[config.mk]
export PLATFORM = sky130hd
export DESIGN_NAME = vc_control
export DESIGN_NICKNAME = d
export VERILOG_FILES = /design/src/rtl/vc_control.sv
export SDC_FILE = /design/constraint.sdc
export NUM_CORES = 1
export LEC_CHECK = 0
export CORE_ASPECT_RATIO = 2
export CORE_MARGIN = 5
export CORE_UTILIZATION = 45
export DETAILED_ROUTE_END_ITERATION = 6
export GPL_TIMING_DRIVEN = 0
export PLACE_DENSITY = 0.75
export SLEW_MARGIN = 25
export SYNTH_ARGS = -nofsm -noshare
export SYNTH_HDL_FRONTEND = slang
export SYNTH_SLANG_ARGS = --single-unit
export TNS_END_PERCENT = 20
[constraint.sdc]
create_clock -name clk -period 2.4 [get_ports clk]
set_input_delay 0.6 -clock clk [delete_from_list [all_inputs] [get_ports clk]]
set_output_delay 0.6 -clock clk [all_outputs]
set_load 0.05 [all_outputs]
[src/rtl/vc_control.sv]
// Victim-cache tag store sequencer: probe compare, hit-swap/victim install, hit/way response to L1.
// Latency: request to vc_resp is 2 cycles without an evicted line, 3 with one. Optional VC_LRU_EN selects true LRU.
// Backpressure: one probe in flight; vc_busy stays high until the cycle after vc_resp, and requests seen while busy are ignored.
module vc_control #(
    parameter int tag_width        = 24,
    parameter int vc_size          = 8,
    parameter int num_mux_sel_bits = 4
) (
    input  logic                        clk,
    input  logic                        rst,
    input  logic                        l1_vc_req,
    input  logic [tag_width-1:0]        l1_miss_tag,
    input  logic                        l1_evict_valid,
    input  logic [tag_width-1:0]        l1_evict_tag,
    output logic                        vc_busy,
    output logic                        vc_resp,
    output logic                        vc_hit,
    output logic [num_mux_sel_bits-1:0] vc_hit_way,
    output logic                        vc_tag_cmp,
    output logic                        vc_tag_write,
    output logic [vc_size-1:0]          vc_tag_store_ld_mask,
    output logic [tag_width-1:0]        vc_tag_store_datain,
    input  logic [num_mux_sel_bits-1:0] vc_datamux_sel,
    output logic                        vc_data_write,
    output logic [num_mux_sel_bits-1:0] vc_data_way
);
    localparam int ptr_w = $clog2(vc_size);

    typedef enum logic [1:0] {IDLE, CMP, INSERT, RESP} state_t;

    state_t               state;
    logic                 evict_valid_q;
    logic [tag_width-1:0] evict_tag_q;
    logic [vc_size-1:0]   valid;
    logic [ptr_w-1:0]     target_q;

    logic                 sel_in_range;
    logic [ptr_w-1:0]     sel_idx;
    logic                 cmp_hit;
    logic                 free_found;
    logic [ptr_w-1:0]     free_way;
    logic [ptr_w-1:0]     repl_way;
    logic [ptr_w-1:0]     cmp_target;

`ifdef VC_LRU_EN
    typedef logic [vc_size-1:0][ptr_w-1:0] age_t;
    age_t age;

    // Promote way w to age 0; only ways younger than its old age get older.
    function automatic age_t lru_touch(input age_t a, input logic [ptr_w-1:0] w);
        age_t r;
        r = a;
        for (int i = 0; i < vc_size; i++) begin
            if (ptr_w'(i) == w)
                r[i] = '0;
            else if (a[i] < a[w])
                r[i] = a[i] + 1'b1;
        end
        return r;
    endfunction

    always_comb begin
        repl_way = '0;
        for (int i = 0; i < vc_size; i++) begin
            if (valid[i] && age[i] == ptr_w'(vc_size - 1))
                repl_way = ptr_w'(i);
        end
    end
`else
    logic [ptr_w-1:0] rr_ptr;
    logic             replace_q;

    always_comb repl_way = rr_ptr;
`endif

    always_comb begin
        sel_in_range = vc_datamux_sel < num_mux_sel_bits'(vc_size);
        sel_idx      = vc_datamux_sel[ptr_w-1:0];
        cmp_hit      = sel_in_range && valid[sel_idx];
        free_found   = 1'b0;
        free_way     = '0;
        for (int i = vc_size - 1; i >= 0; i--) begin
            if (!valid[i]) begin
                free_found = 1'b1;
                free_way   = ptr_w'(i);
            end
        end
        if (cmp_hit)
            cmp_target = sel_idx;
        else if (free_found)
            cmp_target = free_way;
        else
            cmp_target = repl_way;
    end

    always_ff @(posedge clk) begin
        if (rst) begin
            state                <= IDLE;
            evict_valid_q        <= 1'b0;
            evict_tag_q          <= '0;
            valid                <= '0;
            target_q             <= '0;
            vc_busy              <= 1'b0;
            vc_resp              <= 1'b0;
            vc_hit               <= 1'b0;
            vc_hit_way           <= '0;
            vc_tag_cmp           <= 1'b0;
            vc_tag_write         <= 1'b0;
            vc_data_write        <= 1'b0;
            vc_tag_store_ld_mask <= '0;
            vc_tag_store_datain  <= '0;
            vc_data_way          <= '0;
`ifdef VC_LRU_EN
            for (int i = 0; i < vc_size; i++)
                age[i] <= ptr_w'(i);
`else
            rr_ptr               <= '0;
            replace_q            <= 1'b0;
`endif
        end else begin
            vc_resp              <= 1'b0;
            vc_tag_cmp           <= 1'b0;
            vc_tag_write         <= 1'b0;
            vc_data_write        <= 1'b0;
            vc_tag_store_ld_mask <= '0;
            case (state)
                IDLE: begin
                    if (l1_vc_req) begin
                        state               <= CMP;
                        evict_valid_q       <= l1_evict_valid;
                        evict_tag_q         <= l1_evict_tag;
                        vc_busy             <= 1'b1;
                        vc_tag_cmp          <= 1'b1;
                        vc_tag_store_datain <= l1_miss_tag;
                    end
                end
                CMP: begin
                    vc_hit     <= cmp_hit;
                    vc_hit_way <= cmp_hit ? vc_datamux_sel : '0;
                    target_q   <= cmp_target;
                    if (cmp_hit)
                        vc_data_way <= vc_datamux_sel;
`ifdef VC_LRU_EN
                    if (cmp_hit)
                        age <= lru_touch(age, sel_idx);
`else
                    replace_q <= !cmp_hit && !free_found;
`endif
                    if (evict_valid_q) begin
                        state                <= INSERT;
                        vc_tag_write         <= 1'b1;
                        vc_data_write        <= 1'b1;
                        vc_tag_store_ld_mask <= vc_size'(1) << cmp_target;
                        vc_tag_store_datain  <= evict_tag_q;
                        vc_data_way          <= num_mux_sel_bits'(cmp_target);
                    end else begin
                        state   <= RESP;
                        vc_resp <= 1'b1;
                        // Exclusive hierarchy: the hit line now lives only in L1.
                        if (cmp_hit)
                            valid[sel_idx] <= 1'b0;
                    end
                end
                INSERT: begin
                    state           <= RESP;
                    vc_resp         <= 1'b1;
                    valid[target_q] <= 1'b1;
`ifdef VC_LRU_EN
                    age <= lru_touch(age, target_q);
`else
                    if (replace_q)
                        rr_ptr <= (rr_ptr == ptr_w'(vc_size - 1)) ? '0 : rr_ptr + 1'b1;
`endif
                end
                RESP: begin
                    state   <= IDLE;
                    vc_busy <= 1'b0;
                end
                default: state <= IDLE;
            endcase
        end
    end
endmodule

==> run_results.csv <==
group,metric,value,unit
synth,netlist.area_leader.share,45.2,%
grt,grt_pass1_wl,17.3,mm
sta,fin_worst_skew,6.18,ps
worst_setup_path,cp_common_cell,"buf_6",
pwr,ir_drop,1.09,mV
synth,ys_types,60,
synth,synth-xor-area-share,0,%
pwr,power_density,1210,nW/um^2
worst_setup_path,reg2reg_depth,6,
sta,setup_viol,0,
sta,maxSlewHeadroom,50.1,%
cells_and_area,fin_area,5340,um^2
routing,vias,3600,
clocking,max-clock-path-buffers,2,
sta,timing.fmax,422,MHz
worst_setup_path,reg2reg_to,"valid[5]",
worst_setup_path,crit_end,"valid[3]",
die,die_y,141,um
synth,ys_warn_count,0,
job,maxCapViolations,0,
worst_setup_path,r2r_setup_slack,160,ps
clocking,cts_buffers,9,
cells_and_area,final_common_cell,"clkdlybuf4s50_1",
cells_and_area,layout-drive-gt1-share,9.82,%
synth,syn_inst,431,
synth,synth_top_area_cell,"dfxtp_1",
worst_setup_path,crit_type,"in -> reg",
worst_setup_path,crit_slowest_cell,"clkdlybuf4s50_1",
grt,grt_pass1_vias,3650,
die,ioPinCount,102,
worst_setup_path,required,2640,ps
synth,synth_area_leaders,"dfxtp_1 45%, mux2i_1 7.3%, nand2_1 6.4%, a211oi_1 5.6%, nor2_1 4.3%",
clocking,cts_root_buf,"clkbuf_16",
synth,seq_area_frac_synth,45.2,%
synth,yosys_register_bits,87,
synth,synth_compound_area_share,20.6,%
run_status,outcome,"finished clean",
cells_and_area,synthToLayoutAreaGrowth,38.4,%
worst_setup_path,r2r_start,"state[1]",
synth,syn_area_per_cell,8.95,um^2
synth,yosys.area_share.simple,19.6,%
clocking,cts_tree,"done",
sta,worst_pin_slew,749,ps
routing,avgRoutedWirePerCell,17.0,um
clocking,ctsHoldBuffers,0,
sta,fin_crit_sh,98.7,%
die,chipWidth,75.5,um
routing,dr.pass1.iters,4,
worst_setup_path,critPathCaptureType,"flip-flop",
sta,rsz0062_at_grt,"true",
sta,fin_crit,2370,ps
worst_setup_path,path_cells,"clkdlybuf4s50_1, buf_6, mux2i_2, o32a_4, a31o_4, buf_6, o21a_4, o31ai_1",
routing,vias_per_cell,5.56,
synth,syn_area,3860,um^2
pwr,p_leak,0.00195,uW
grt,gr-total-overflow,0,
clocking,cts.reportedPaths.clkPinSlew,60,ps
place,port_buffers,100,
place,routabilityCongestion,0.908,
clocking,numClockSinks,87,
synth,synth_mux_area_share,7.85,%
synth,synth_top_family_by_area,"compound AO/OA/AOI/OAI gates",
clocking,ctsHtreeMaxLevel,3,
worst_setup_path,max_stage_delay,440,ps
worst_setup_path,critical_path.startpoint,"vc_datamux_sel[1]",
grt,track_usage,21.4,%
routing,drc_errors,0,
clocking,clk_latency,340,ps
synth,synthAdderAreaFrac,1.95,%
routing,ant_nets,0,
sta,drv_slew,0,
worst_setup_path,critPathLaunchType,"primary input",
synth,syn-num-nets,493,
cells_and_area,finalNetCount,608,
die,core_area,8350,um^2
grt,antenna_found_initial,0,
sta,hold_violations,0,
worst_hold_path,hp-class,"reg -> reg",
pwr,power.total,6440,uW
cells_and_area,mostFrequentLayoutCells,"99 x clkdlybuf4s50_1, 87 x dfxtp_1, 66 x nand2_1",
worst_setup_path,critPathMaxFanout,10,
worst_setup_path,cp.arrival,2610,ps
routing,finalWirelength,11.0,mm
grt,grt_max_degree,15,
routing,first_iter_violations,238,
place,place_area,4980,um^2
place,dp_hpwl,8.56,mm
cells_and_area,antenna_cells,0,
die,start_util,46.2,%
die,core.rowCount,47,
die,die_area,10600,um^2
==> what timing repair did <==
| action | in CTS | in global routing |
|---|---|---|
| endpoints found under the hold margin | 0 | 0 |
| resized for setup | 1 | 12 |
| setup buffers | 0 | 4 |
| setup endpoints to repair | 16 | 39 |
| pin swaps | 2 | 4 |
==> power by group <==
| part | switching [uW] | internal [uW] |
|---|---|---|
| clock | 567 | 802 |
| sequential | 226 | 1800 |
| combinational | 1990 | 1060 |
==> state kept, by name, summed over array words and instances (netlist names), 2 cells and up <==
| register | count |
|---|---|
| evict_tag_q | 24 |
| vc_tag_store_datain | 24 |
| valid | 8 |
| vc_tag_store_ld_mask | 8 |
| vc_data_way | 4 |
| vc_hit_way | 4 |
| repl_way | 3 |
| target_q | 3 |
| state | 2 |
==> synth_stat cells (all sizes together) <==
| library cell | number |
|---|---|
| nor4b | 1 |
| a311o | 1 |
| a21oi | 32 |
| and2 | 2 |
| o311ai | 2 |
| o211a | 1 |
| a221oi | 1 |
| a311oi | 2 |
| nor2 | 44 |
| and3 | 3 |
| nand2 | 66 |
| or3 | 3 |
| nand4 | 3 |
| a2111oi | 3 |
| a41o | 2 |
| nor4 | 1 |
| dfxtp | 87 |
| o211ai | 3 |
| nor2b | 6 |
| nor3b | 6 |
| nor3 | 8 |
| inv | 9 |
| ha | 6 |
| buf | 13 |
| nand3 | 8 |
| and2b | 2 |
| and4b | 1 |
| o32a | 2 |
| o41ai | 1 |
| a221o | 1 |
| nand2b | 6 |
| mux2i | 29 |
| a31oi | 9 |
| o21ai | 5 |
| o31ai | 4 |
| o311a | 2 |
| o22ai | 1 |
| a31o | 4 |
| clkinv | 1 |
| a211oi | 29 |
| o21a | 1 |
| or2 | 3 |
| clkbuf | 17 |
==> per-layer routing <==
metal | part of all wire, % | global-route usage [%]
met4 | 4.5 | 13.3
met2 | 56 | 39.2
met1 | 33 | 19.5
met3 | 6.6 | 5.70
met5 | 0 | 0
==> layout make-up <==
| cell class | instances | area, um^2 |
|---|---|---|
| Fill cell | 710 | 3010 |
| Sequential cell | 87 | 1740 |
| Tap cell | 98 | 123 |
| Clock inverter | 5 | 60.1 |
| Buffer | 30 | 159 |
| Clock buffer | 10 | 229 |
| Inverter | 10 | 37.5 |
| Multi-Input combinational cell | 304 | 1950 |
| Timing Repair Buffer | 104 | 1030 |
==> worst min-delay path by stage <==
stage                         start         endpoint  cells after the start
floorplan            evict_tag_q[0]   evict_tag_q[0]                      2
global placement     evict_tag_q[3]   evict_tag_q[3]                      2
detailed placement  evict_tag_q[15]  evict_tag_q[15]                      2
CTS                 evict_tag_q[15]  evict_tag_q[15]                      2
global route        evict_tag_q[19]  evict_tag_q[19]                      2
finish              evict_tag_q[22]  evict_tag_q[22]                      2
==> metrics by stage <==
stage | TNS (ps) | hold slack (ps) | std cells | util [%] | setup slack (ps)
6_report | 0 | 453 | 648 | 63.9 | 32.0
5_1_grt | -203 | 476 | 648 | 63.9 | -46.2
4_1_cts | 0 | 456 | 644 | 63.1 | 0.234
3_5_place_dp | -15020 | 448 | 629 | 59.6 | -430
3_3_place_gp | -13370 | 441 | 629 | 59.6 | -431
2_1_floorplan | 0 | 436 | 431 | - | 264
==> critical path, delay by kind of cell <==
kind	cells	cell delay, ps
buf+inv	3	750
compound gates	4	1100
mux	1	150
==> logic make-up (layout without fill, tap and decap cells) <==
group | count (synthesis) | count (layout)
flops | 87 | 87
simple gates | 163 | 163
buf+inv | 40 | 159
mux | 29 | 29
fa+ha+maj | 6 | 6
compound gates | 106 | 106
No activity file was read; power rests on OpenSTA's default activity.
